[config.mk]
export PLATFORM = sky130hd
export DESIGN_NAME = tank_plant_flat
export DESIGN_NICKNAME = d
export VERILOG_FILES = /design/src/rtl/tank_plant_pkg.sv /design/src/rtl/tank_plant_if.sv /design/src/rtl/tank_drain_tick.sv /design/src/rtl/tank_plant.sv /design/src/flat_wrapper.sv
export SDC_FILE = /design/constraint.sdc
export NUM_CORES = 1
export LEC_CHECK = 0
export BUFFER_PORTS_ARGS = -buffer_cell sky130_fd_sc_hd__buf_2
export CORE_ASPECT_RATIO = 2
export CORE_MARGIN = 2
export CORE_UTILIZATION = 26
export DETAILED_ROUTE_END_ITERATION = 8
export PLACE_DENSITY_LB_ADDON = 0.2
export SLEW_MARGIN = 25
export SYNTH_ARGS = -nofsm -noshare
export SYNTH_HDL_FRONTEND = slang
export SYNTH_SLANG_ARGS = --single-unit
export TNS_END_PERCENT = 20
[constraint.sdc]
create_clock -name clk -period 4.5 [get_ports clk]
set_input_delay 1.35 -clock clk [delete_from_list [all_inputs] [get_ports clk]]
set_output_delay 1.35 -clock clk [all_outputs]
set_load 0.1 [all_outputs]
[src/rtl/tank_plant_pkg.sv]
// tank_plant_pkg: shared defaults, sensor encoding and threshold helper for the tank plant
package tank_plant_pkg;
  localparam int LEVEL_W_DEF    = 8;
  localparam int LEVEL_MAX_DEF  = 200;
  localparam int LOW_TH_DEF     = 50;
  localparam int HIGH_TH_DEF    = 150;
  localparam int PUMP_RATE_DEF  = 2;
  localparam int DRAIN_RATE_DEF = 1;
  localparam int DRAIN_DIV_DEF  = 4;
  localparam int INIT_LEVEL_DEF = 0;
  localparam int HYST_DEF       = 4;
  typedef enum logic [1:0] {
    SENS_EMPTY = 2'b00,
    SENS_LOW   = 2'b01,
    SENS_FULL  = 2'b11
  } sens_e;
  function automatic sens_e sense(int lvl, int low_th, int high_th);
    return lvl >= high_th ? SENS_FULL : lvl >= low_th ? SENS_LOW : SENS_EMPTY;
  endfunction
endpackage

[src/rtl/tank_plant_if.sv]
// tank_plant_if: pump commands in, level sensors and status out
interface tank_plant_if
  import tank_plant_pkg::*;
#(
  parameter int LEVEL_W = LEVEL_W_DEF
);
  logic B1;
  logic B2;
  logic drain_en;
  logic I;
  logic S;
  logic [LEVEL_W-1:0] level;
  logic overflow;
  logic dry;
  modport master (output B1, B2, drain_en, input I, S, level, overflow, dry);
  modport slave (input B1, B2, drain_en, output I, S, level, overflow, dry);
endinterface

[src/rtl/tank_drain_tick.sv]
// tank_drain_tick: divides drain_en into one tick every DRAIN_DIV cycles, restarting when drain_en drops
module tank_drain_tick
  import tank_plant_pkg::*;
#(
  parameter int DRAIN_DIV = DRAIN_DIV_DEF
) (
  input  logic clk,
  input  logic reset,
  input  logic drain_en,
  output logic drain_tick
);
  localparam int CW = DRAIN_DIV > 1 ? $clog2(DRAIN_DIV) : 1;
  logic [CW-1:0] cnt;
  assign drain_tick = drain_en && cnt == CW'(DRAIN_DIV - 1);
  // count consumption cycles, wrapping on the tick
  always_ff @(posedge clk)
    cnt <= (reset || !drain_en || drain_tick) ? '0 : cnt + 1'b1;
endmodule

[src/rtl/tank_plant.sv]
// tank_plant: water tank model with saturating level and I/S sensors; TANK_PLANT_HYST_EN adds sensor hysteresis
module tank_plant
  import tank_plant_pkg::*;
#(
  parameter int LEVEL_W    = LEVEL_W_DEF,
  parameter int LEVEL_MAX  = LEVEL_MAX_DEF,
  parameter int LOW_TH     = LOW_TH_DEF,
  parameter int HIGH_TH    = HIGH_TH_DEF,
  parameter int PUMP_RATE  = PUMP_RATE_DEF,
  parameter int DRAIN_RATE = DRAIN_RATE_DEF,
  parameter int DRAIN_DIV  = DRAIN_DIV_DEF,
`ifdef TANK_PLANT_HYST_EN
  parameter int HYST       = HYST_DEF,
`endif
  parameter int INIT_LEVEL = INIT_LEVEL_DEF
) (
  input logic clk,
  input logic reset,
  tank_plant_if.slave bus
);
  localparam int SW = LEVEL_W + 2;
  logic tick;
  logic signed [SW-1:0] sum;
  logic [LEVEL_W-1:0] next_level;
  logic over;
  logic under;
  logic i_next;
  logic s_next;
  tank_drain_tick #(.DRAIN_DIV(DRAIN_DIV)) u_tick (
    .clk(clk),
    .reset(reset),
    .drain_en(bus.drain_en),
    .drain_tick(tick)
  );
  // single net step of pumps and drain, clamped to the tank range, then sensors from the new level
  always_comb begin
    sum = signed'({2'b00, bus.level}) + SW'(PUMP_RATE * (int'(bus.B1) + int'(bus.B2)))
        - (tick ? SW'(DRAIN_RATE) : SW'(0));
    over = sum > SW'(LEVEL_MAX);
    under = sum[SW-1];
    next_level = over ? LEVEL_W'(LEVEL_MAX) : under ? '0 : LEVEL_W'(sum);
`ifdef TANK_PLANT_HYST_EN
    i_next = int'(next_level) >= LOW_TH ? 1'b1 : int'(next_level) < LOW_TH - HYST ? 1'b0 : bus.I;
    s_next = int'(next_level) >= HIGH_TH ? 1'b1 : int'(next_level) < HIGH_TH - HYST ? 1'b0 : bus.S;
`else
    {s_next, i_next} = sense(int'(next_level), LOW_TH, HIGH_TH);
`endif
  end
  // level, sensors and sticky flags all update on the same edge
  always_ff @(posedge clk)
    if (reset) begin
      bus.level <= LEVEL_W'(INIT_LEVEL);
      {bus.S, bus.I} <= sense(INIT_LEVEL, LOW_TH, HIGH_TH);
      bus.overflow <= 1'b0;
      bus.dry <= 1'b0;
    end else begin
      bus.level <= next_level;
      bus.I <= i_next;
      bus.S <= s_next;
      bus.overflow <= bus.overflow | over;
      bus.dry <= bus.dry | under;
    end
endmodule
[src/flat_wrapper.sv]
// flat-port wrapper written by rule: the top's interface ports become plain ports
module tank_plant_flat import tank_plant_pkg::*;
#(
  parameter int LEVEL_W    = LEVEL_W_DEF,
  parameter int LEVEL_MAX  = LEVEL_MAX_DEF,
  parameter int LOW_TH     = LOW_TH_DEF,
  parameter int HIGH_TH    = HIGH_TH_DEF,
  parameter int PUMP_RATE  = PUMP_RATE_DEF,
  parameter int DRAIN_RATE = DRAIN_RATE_DEF,
  parameter int DRAIN_DIV  = DRAIN_DIV_DEF,

  parameter int INIT_LEVEL = INIT_LEVEL_DEF
)
  (clk, reset, bus_B1, bus_B2, bus_drain_en, bus_I, bus_S, bus_level, bus_overflow, bus_dry);
  tank_plant_if #(.LEVEL_W(LEVEL_W)) bus_i ();
  input logic clk;
  input logic reset;
  input wire logic [$bits(bus_i.B1)-1:0] bus_B1;
  input wire logic [$bits(bus_i.B2)-1:0] bus_B2;
  input wire logic [$bits(bus_i.drain_en)-1:0] bus_drain_en;
  output wire logic [$bits(bus_i.I)-1:0] bus_I;
  output wire logic [$bits(bus_i.S)-1:0] bus_S;
  output wire logic [$bits(bus_i.level)-1:0] bus_level;
  output wire logic [$bits(bus_i.overflow)-1:0] bus_overflow;
  output wire logic [$bits(bus_i.dry)-1:0] bus_dry;
  assign bus_i.B1 = bus_B1;
  assign bus_i.B2 = bus_B2;
  assign bus_i.drain_en = bus_drain_en;
  assign bus_I = bus_i.I;
  assign bus_S = bus_i.S;
  assign bus_level = bus_i.level;
  assign bus_overflow = bus_i.overflow;
  assign bus_dry = bus_i.dry;
  tank_plant #(.LEVEL_W(LEVEL_W), .LEVEL_MAX(LEVEL_MAX), .LOW_TH(LOW_TH), .HIGH_TH(HIGH_TH), .PUMP_RATE(PUMP_RATE), .DRAIN_RATE(DRAIN_RATE), .DRAIN_DIV(DRAIN_DIV), .INIT_LEVEL(INIT_LEVEL)) u_core (.clk(clk), .reset(reset), .bus(bus_i));
endmodule
* Word level (Yosys, flattened, before mapping)
Index checks and enable logic that the tools add are counted.
Cells by class: $add $sub $neg 4, magnitude comparators 3, eq/ne operators 1, muxes and demuxes 5, bitwise operators 2, reduce and logical (&&, ||, !) cells 4
Operators with widths (number):
- 2-to-1 mux 8 bit | 2
- adder 9 x 10 -> 10 bit | 1
- > comparator 10 x 9 -> 1 bit, second input constant | 1
- subtractor 10 bit | 1
- >= comparator 8 x 6 -> 1 bit, second input constant | 1
- >= comparator 8 bit, second input constant | 1
- adder 1 x 1 -> 2 bit | 1
- adder 2 x 1 -> 2 bit, second input constant | 1
- equality test 2 bit, second input constant | 1
- logical OR 1 bit | 2
- 2-to-1 mux 1 bit | 2
- 2-to-1 mux 2 bit | 1
- bitwise OR 1 bit | 2
- logical AND 1 bit | 1
- zero test 1 bit | 1
Word-level totals: flip-flop bits (word level) 14, output and inout port bits 12

* Logic depth before layout (Yosys ltp)
Gate-level depths: netlist (run 1).
depth after elaboration 9, depth in mapped cells 13

* Cells and area by module
A second synthesis (run 1) with hierarchy kept.
Second synthesis, totals: cells, all modules 112, area total of the unflattened synthesis 1008.5 um^2
By module, submodules not included:
- tank_plant | times used 1, cells each 106, area an instance 922.1 um^2, seq. area each 240.2 um^2
- tank_drain_tick | times used 1, cells each 6, area an instance 86.3 um^2, seq. area each 40.0 um^2

* Worst setup path before layout (run 1)
OpenSTA, ideal clock, no wires.
path type input port to flip-flop, start in bus_B2, end reg u_core.bus.I, arrival time 3719 ps, data required time 4412 ps, setup slack 693 ps, cell stages on the path 12, cells stage by stage ha_1 inv_1 ha_1 inv_1 ha_1 fa_1 a211oi_2 nor2_1 xnor2_1 o31ai_1 o21ai_1 o32ai_2
Between the ends: word-level cells in the longest chain between the ends 8, elaborated cells on any way between the ends 10, those cells by class add/sub: 3; order compare: 3; mux: 4
Ends and longest elaborated chain:
- start, declared | RTL line flat_wrapper.sv:19 | input wire logic [$bits(bus_i.B2)-1:0] bus_B2;
- adder 1 x 1 -> 2 bit * | RTL line tank_plant.sv:37 | sum = signed'({2'b00, bus.level}) + SW'(PUMP_RATE * (int'(bus.B1) + int'(bus.B2)))
- adder 9 x 10 -> 10 bit * | RTL line tank_plant.sv:37
- subtractor 10 bit * | RTL line tank_plant.sv:38 | - (tick ? SW'(DRAIN_RATE) : SW'(0));
- > comparator 10 x 9 -> 1 bit / 2-to-1 mux 8 bit (equally long branches) | RTL line tank_plant.sv:39, tank_plant.sv:41
- 2-to-1 mux 8 bit * | RTL line tank_plant.sv:41 | next_level = over ? LEVEL_W'(LEVEL_MAX) : under ? '0 : LEVEL_W'(sum);
- >= comparator 8 x 6 -> 1 bit | RTL line tank_plant_pkg.sv:18 | return lvl >= high_th ? SENS_FULL : lvl >= low_th ? SENS_LOW : SENS_EMPTY;
- 2-to-1 mux 1 bit | RTL line tank_plant_pkg.sv:18
- 2-to-1 mux 2 bit * | RTL line tank_plant_pkg.sv:18
- end signal, assigned | RTL line tank_plant.sv:53 | {bus.S, bus.I} <= sense(INIT_LEVEL, LOW_TH, HIGH_TH);
- end signal, assigned | RTL line tank_plant.sv:58 | bus.I <= i_next;
- end, declared | RTL line tank_plant_if.sv:16 | modport slave (input B1, B2, drain_en, output I, S, level, overflow, dry);
Every way passes the cells marked *; elsewhere a longest branch is shown, timed or not. A chain may end at the register's enable or synchronous reset.

* Worst setup path after layout (run 1)
Same ends and word-level chain as after synthesis.

==> run summary, run 1 <==
outcome: completed
Clock Latency Late Sink: 250 ps
Synthesized Nets: 134
die area: 4370 sq um
final wirelength: 2220 um
MaxCap Viol Count: 0
Pre-antenna DRT Iters: 4
Setup TNS: 0 ps
Hold Slack: 439 ps
GRT Total Usage: 11.4%
Synth Flop Type: dfxtp_1
average cell area after synthesis: 8.66 sq um
final hold viol count: 0
Critical Path Fanout Max: 4
Final Slew Violations: 0
DRT antenna net count: 0
Worst Setup End Kind: register
CTS Root Cell: clkbuf_8
nets@finish: 154
Worst-path clk slew: 60 ps
crit path cell chain: buf_2 > ha_1 > inv_1 > ha_1 > inv_1 > ha_1 > fa_1 > a211oi_2 > nor2_1 > xnor2_1 > o31ai_1 > o21ai_1 > o32ai_2
CP max-delay cell: fa_1
Post-synth EDFFs: 0
area of the core: 3650 sq um
WL/cell: 12.1 um
hold path cells: 1
final setup fails: 0
met2 Resource Use GR: 19.7%
GRT met3 Usage: 1.79%
CP Launch Type: input pin
fin crit share: 86.5%
Max Fclk: 0.257 GHz
deepest clock path buffer count: 2
Die Y-Extent: 91.5 um
Die Span X: 47.8 um
post-synth cell types: 39
setup repair bufs after CTS: 0
Initial Utilization: 27.3%
most used cell, CP: ha_1
share of layout cells above drive strength 1: 21.6%
Setup CP Type: input pin to register
DRC: 0
detailed-route vias per instance: 4.79
H-tree depth: 1
Mapped Area: 996 sq um
vias: 876
post-detail-place hpwl: 1850 um
Antenna diodes: 0
Critical Path RT: 4660 ps
placed cell area: 1130 sq um
DRT iter0 DRCs: 12
num ports: 17
area delta synth->final: 19.5%
cts bufs inserted: 3
CTS Hold Bufs: 0
Resize count post-CTS: 0
slowest stage delay, CP: 420 ps
vias in the first global route: 901
RSZ-0062 raised after global routing: false
critical path data arrival time: 4060 ps
Synth Warn #: 0
Slew HR: 67.6%
Max Clock Skew: 1.28 ps
Worst Hold Class: register to register
grt peak-use layer: met2
sequential cell area fraction in the yosys report: 28.1%
PortBufs: 16
post-layout minimum cycle time: 3890 ps
Slew @ Worst Pin: 490 ps
Syn Inst Count: 115
RD Place Congestion: 0.780
Final Cell Area: 1190 sq um
share of synthesized registers carrying an async set or reset: 0%
met1 Use GR: 11.0%
row count: 31
initial antenna violation count: 0
Overflow after GRT: 0
first-pass GRT wire length: 3660 um
largest net degree at the start of global routing: 9
#FFs+latches synth: 14
CTS sink cnt: 14
Worst Reg-to-Reg Cells: 12
fillers: 412
TritonCTS clock tree: done
sequential cells by signal, summed over array words and instances (netlist names):
| name | flops |
|---|---|
| u_core.bus.I | 1 |
| u_core.bus.S | 1 |
| u_core.bus.dry | 1 |
| u_core.bus.level | 8 |
| u_core.bus.overflow | 1 |
| u_core.u_tick.cnt | 2 |
stage by stage:
step           util, %  setup slack, ps  instances
6_report          32.6              606        183
3_5_place_dp      31.1              341        179
5_1_grt           32.6              421        183
4_1_cts           32.6              583        183
2_1_floorplan        -              693        115
3_3_place_gp      31.1              335        179
logic make-up after synthesis:
logic type      after synthesis  share of synthesized area, %
flops                        14                          28.1
mux                           1                          1.01
buf+inv                      22                          8.54
fa+ha+maj                    14                          18.3
xor+xnor                      5                          5.15
simple gates                 30                          17.0
compound gates               29                          21.9
final timing paths:
path | start | to | slack [ps]
worst min-delay path | u_core.u_tick.cnt[0] | u_core.u_tick.cnt[0] | 440
worst max register to register | u_core.u_tick.cnt[0] | u_core.bus.I | 1590
worst min register to register | u_core.u_tick.cnt[0] | u_core.u_tick.cnt[0] | 440
worst max-delay path | bus_B2 | u_core.bus.I | 610
worst max-delay path, delay by kind of cell:
| kind | cells | cell delay [ps] |
|---|---|---|
| AO/OA/AOI/OAI | 4 | 1100 |
| XOR/XNOR | 1 | 190 |
| adder cells (fa/ha/maj) | 4 | 1150 |
| buffers and inverters | 3 | 180 |
| AND/OR/NAND/NOR | 1 | 90 |
synthesized netlist by cell type (all sizes together) (3+ instances only):
library cell	count	area share [%]
nor3	4	2.5
o21ai	3	1.5
xnor2	4	4.3
o21bai	3	2.3
and2	3	1.9
dfxtp	14	28
nor2	9	3.4
ha	13	16
a21oi	10	5.8
inv	20	7.5
nand2	3	1.1
routing by layer:
metal	wire (um)	share of wire, %
met1	804	36
met2	1220	55
met3	88	4.0
met4	107	4.8
met5	0	0
area by class of cell:
cell class                 instances  area, sq um  area share [%]
inverter                          20         75.1            6.31
timing repair buffer              17         87.6            7.36
tap                               49         61.3            5.15
clock buffer                       4         55.1            4.63
sequential                        14          280            23.6
multi-input combinational         79          631            53.0
cells in the final DEF, fill, tap and decap left out, types with 2 or more instances in the layout:
master / count
xnor2_1: 3
nor4b_1: 2
nand2_1: 3
a21oi_1: 8
o21a_1: 2
o21bai_1: 3
o21ai_0: 2
clkbuf_8: 4
dfxtp_1: 14
and3_1: 2
a21oi_2: 2
buf_2: 16
inv_1: 20
o22ai_1: 2
ha_1: 13
nor2_1: 9
and2_1: 3
nor3_1: 3
Power of run 1 is left out: the tool's default activity adds up to more than one toggle a clock period on the data nets, which glitch-free logic cannot reach.
==> run 2: changes to the inputs <==
==> constraint.sdc (replaced) <==
create_clock -name clk -period 4.15 [get_ports clk]
set_input_delay 1.245 -clock clk [delete_from_list [all_inputs] [get_ports clk]]
set_output_delay 1.245 -clock clk [all_outputs]
set_load 0.1 [all_outputs]
==> run summary, run 2 (synthesis gave the netlist of run 1 again) <==
outcome: completed
CTS Root Cell: clkbuf_8
Slew @ Worst Pin: 492 ps
utilization after layout: 32.7%
Slew HR: 67.4%
GRT Total Usage: 11.9%
RSZ-0062 raised after global routing: false
Max Fclk: 0.267 GHz
DRT iter0 DRCs: 1
area delta synth->final: 19.6%
Worst Hold Class: register to register
WL/cell: 12.2 um
Critical Path RT: 4310 ps
Overflow after GRT: 0
DRC: 0
Worst Setup End Kind: register
Hold Slack: 438 ps
H-tree depth: 1
post-detail-place hpwl: 1910 um
TritonCTS clock tree: done
Setup CP Type: input pin to register
critical path data arrival time: 3900 ps
vias in the first global route: 895
Die Span X: 47.8 um
MaxCap Viol Count: 0
final hold viol count: 0
Setup TNS: 0 ps
largest net degree at the start of global routing: 9
DRT antenna net count: 0
PortBufs: 16
first-pass GRT wire length: 3840 um
post-layout minimum cycle time: 3750 ps
max reg flops: 8
initial antenna violation count: 0
largest registers: u_core.bus.level x8, u_core.u_tick.cnt x2
die area: 4370 sq um
setup repair bufs after CTS: 0
Max Clock Skew: 2.60 ps
largest reg by FF count: u_core.bus.level
Critical Path Fanout Max: 4
final setup fails: 0
vias: 870
final wirelength: 2250 um
Die Y-Extent: 91.5 um
row count: 31
share of layout cells above drive strength 1: 22.2%
area of the core: 3650 sq um
Pre-antenna DRT Iters: 2
Worst-path clk slew: 60 ps
fin crit share: 90.3%
num ports: 17
commonest cells after routing, fill and taps aside: inv_1, buf_2, dfxtp_1
CTS Hold Bufs: 0
Initial Utilization: 27.3%
Resize count post-CTS: 0
Antenna diodes: 0
CP Launch Type: input pin
Final Cell Area: 1190 sq um
nets@finish: 156
placed cell area: 1150 sq um
deepest clock path buffer count: 2
cts bufs inserted: 3
detailed-route vias per instance: 4.73
commonest non-fill, non-tap cell in the layout: inv_1
Clock Latency Late Sink: 240 ps
Final Slew Violations: 0
CTS sink cnt: 14
RD Place Congestion: 0.796
## run 2: cell count changes in the layout (fill, tap and decap cells not counted), sizes merged
cell	previous run	this run
buf	17	19
clkbuf	4	3
## run 2: final timing paths
path                                      startpoint                   end  slack (ps)  depth (start not counted)
worst max-delay path                          bus_B2          u_core.bus.I         400                         13
worst min-delay path            u_core.u_tick.cnt[0]  u_core.u_tick.cnt[0]         440                          1
worst max register to register  u_core.u_tick.cnt[0]          u_core.bus.I        1290                         12
worst min register to register  u_core.u_tick.cnt[0]  u_core.u_tick.cnt[0]         440                          1
## run 2: metrics by stage
step | setup slack [ps] | cells
after detailed placement | 123 | 181
final | 402 | 184
after global placement | 197 | 181
after floorplan | 448 | 115
after global routing | 189 | 184
after CTS | 373 | 184
## run 2: layer usage
layer	routed length [um]	part of all wire, %	vias up	GRT usage (%)
li1	-	-	435	-
met1	853	38	412	12.6
met2	1250	56	15	20.4
met3	45	2.0	8	1.39
met4	92	4.1	0	7.21
met5	0	0	-	0
## run 2: cell type report
type                            instances  area, sq um
Sequential cell                        14          280
Fill cell                             416         2450
Multi-Input combinational cell         79          631
Inverter                               20         75.1
Timing Repair Buffer                   19          103
Clock buffer                            3         41.3
Tap cell                               49         61.3
## run 2: worst max-delay path, cell delays in order
cell	delay (ps)
buf_2	100
ha_1	260
inv_1	40
ha_1	260
inv_1	40
ha_1	210
fa_1	420
a211oi_2	260
nor2_1	90
xnor2_1	170
o31ai_1	350
o21ai_1	190
o32ai_2	280
Power of run 2 is left out for the same reason.
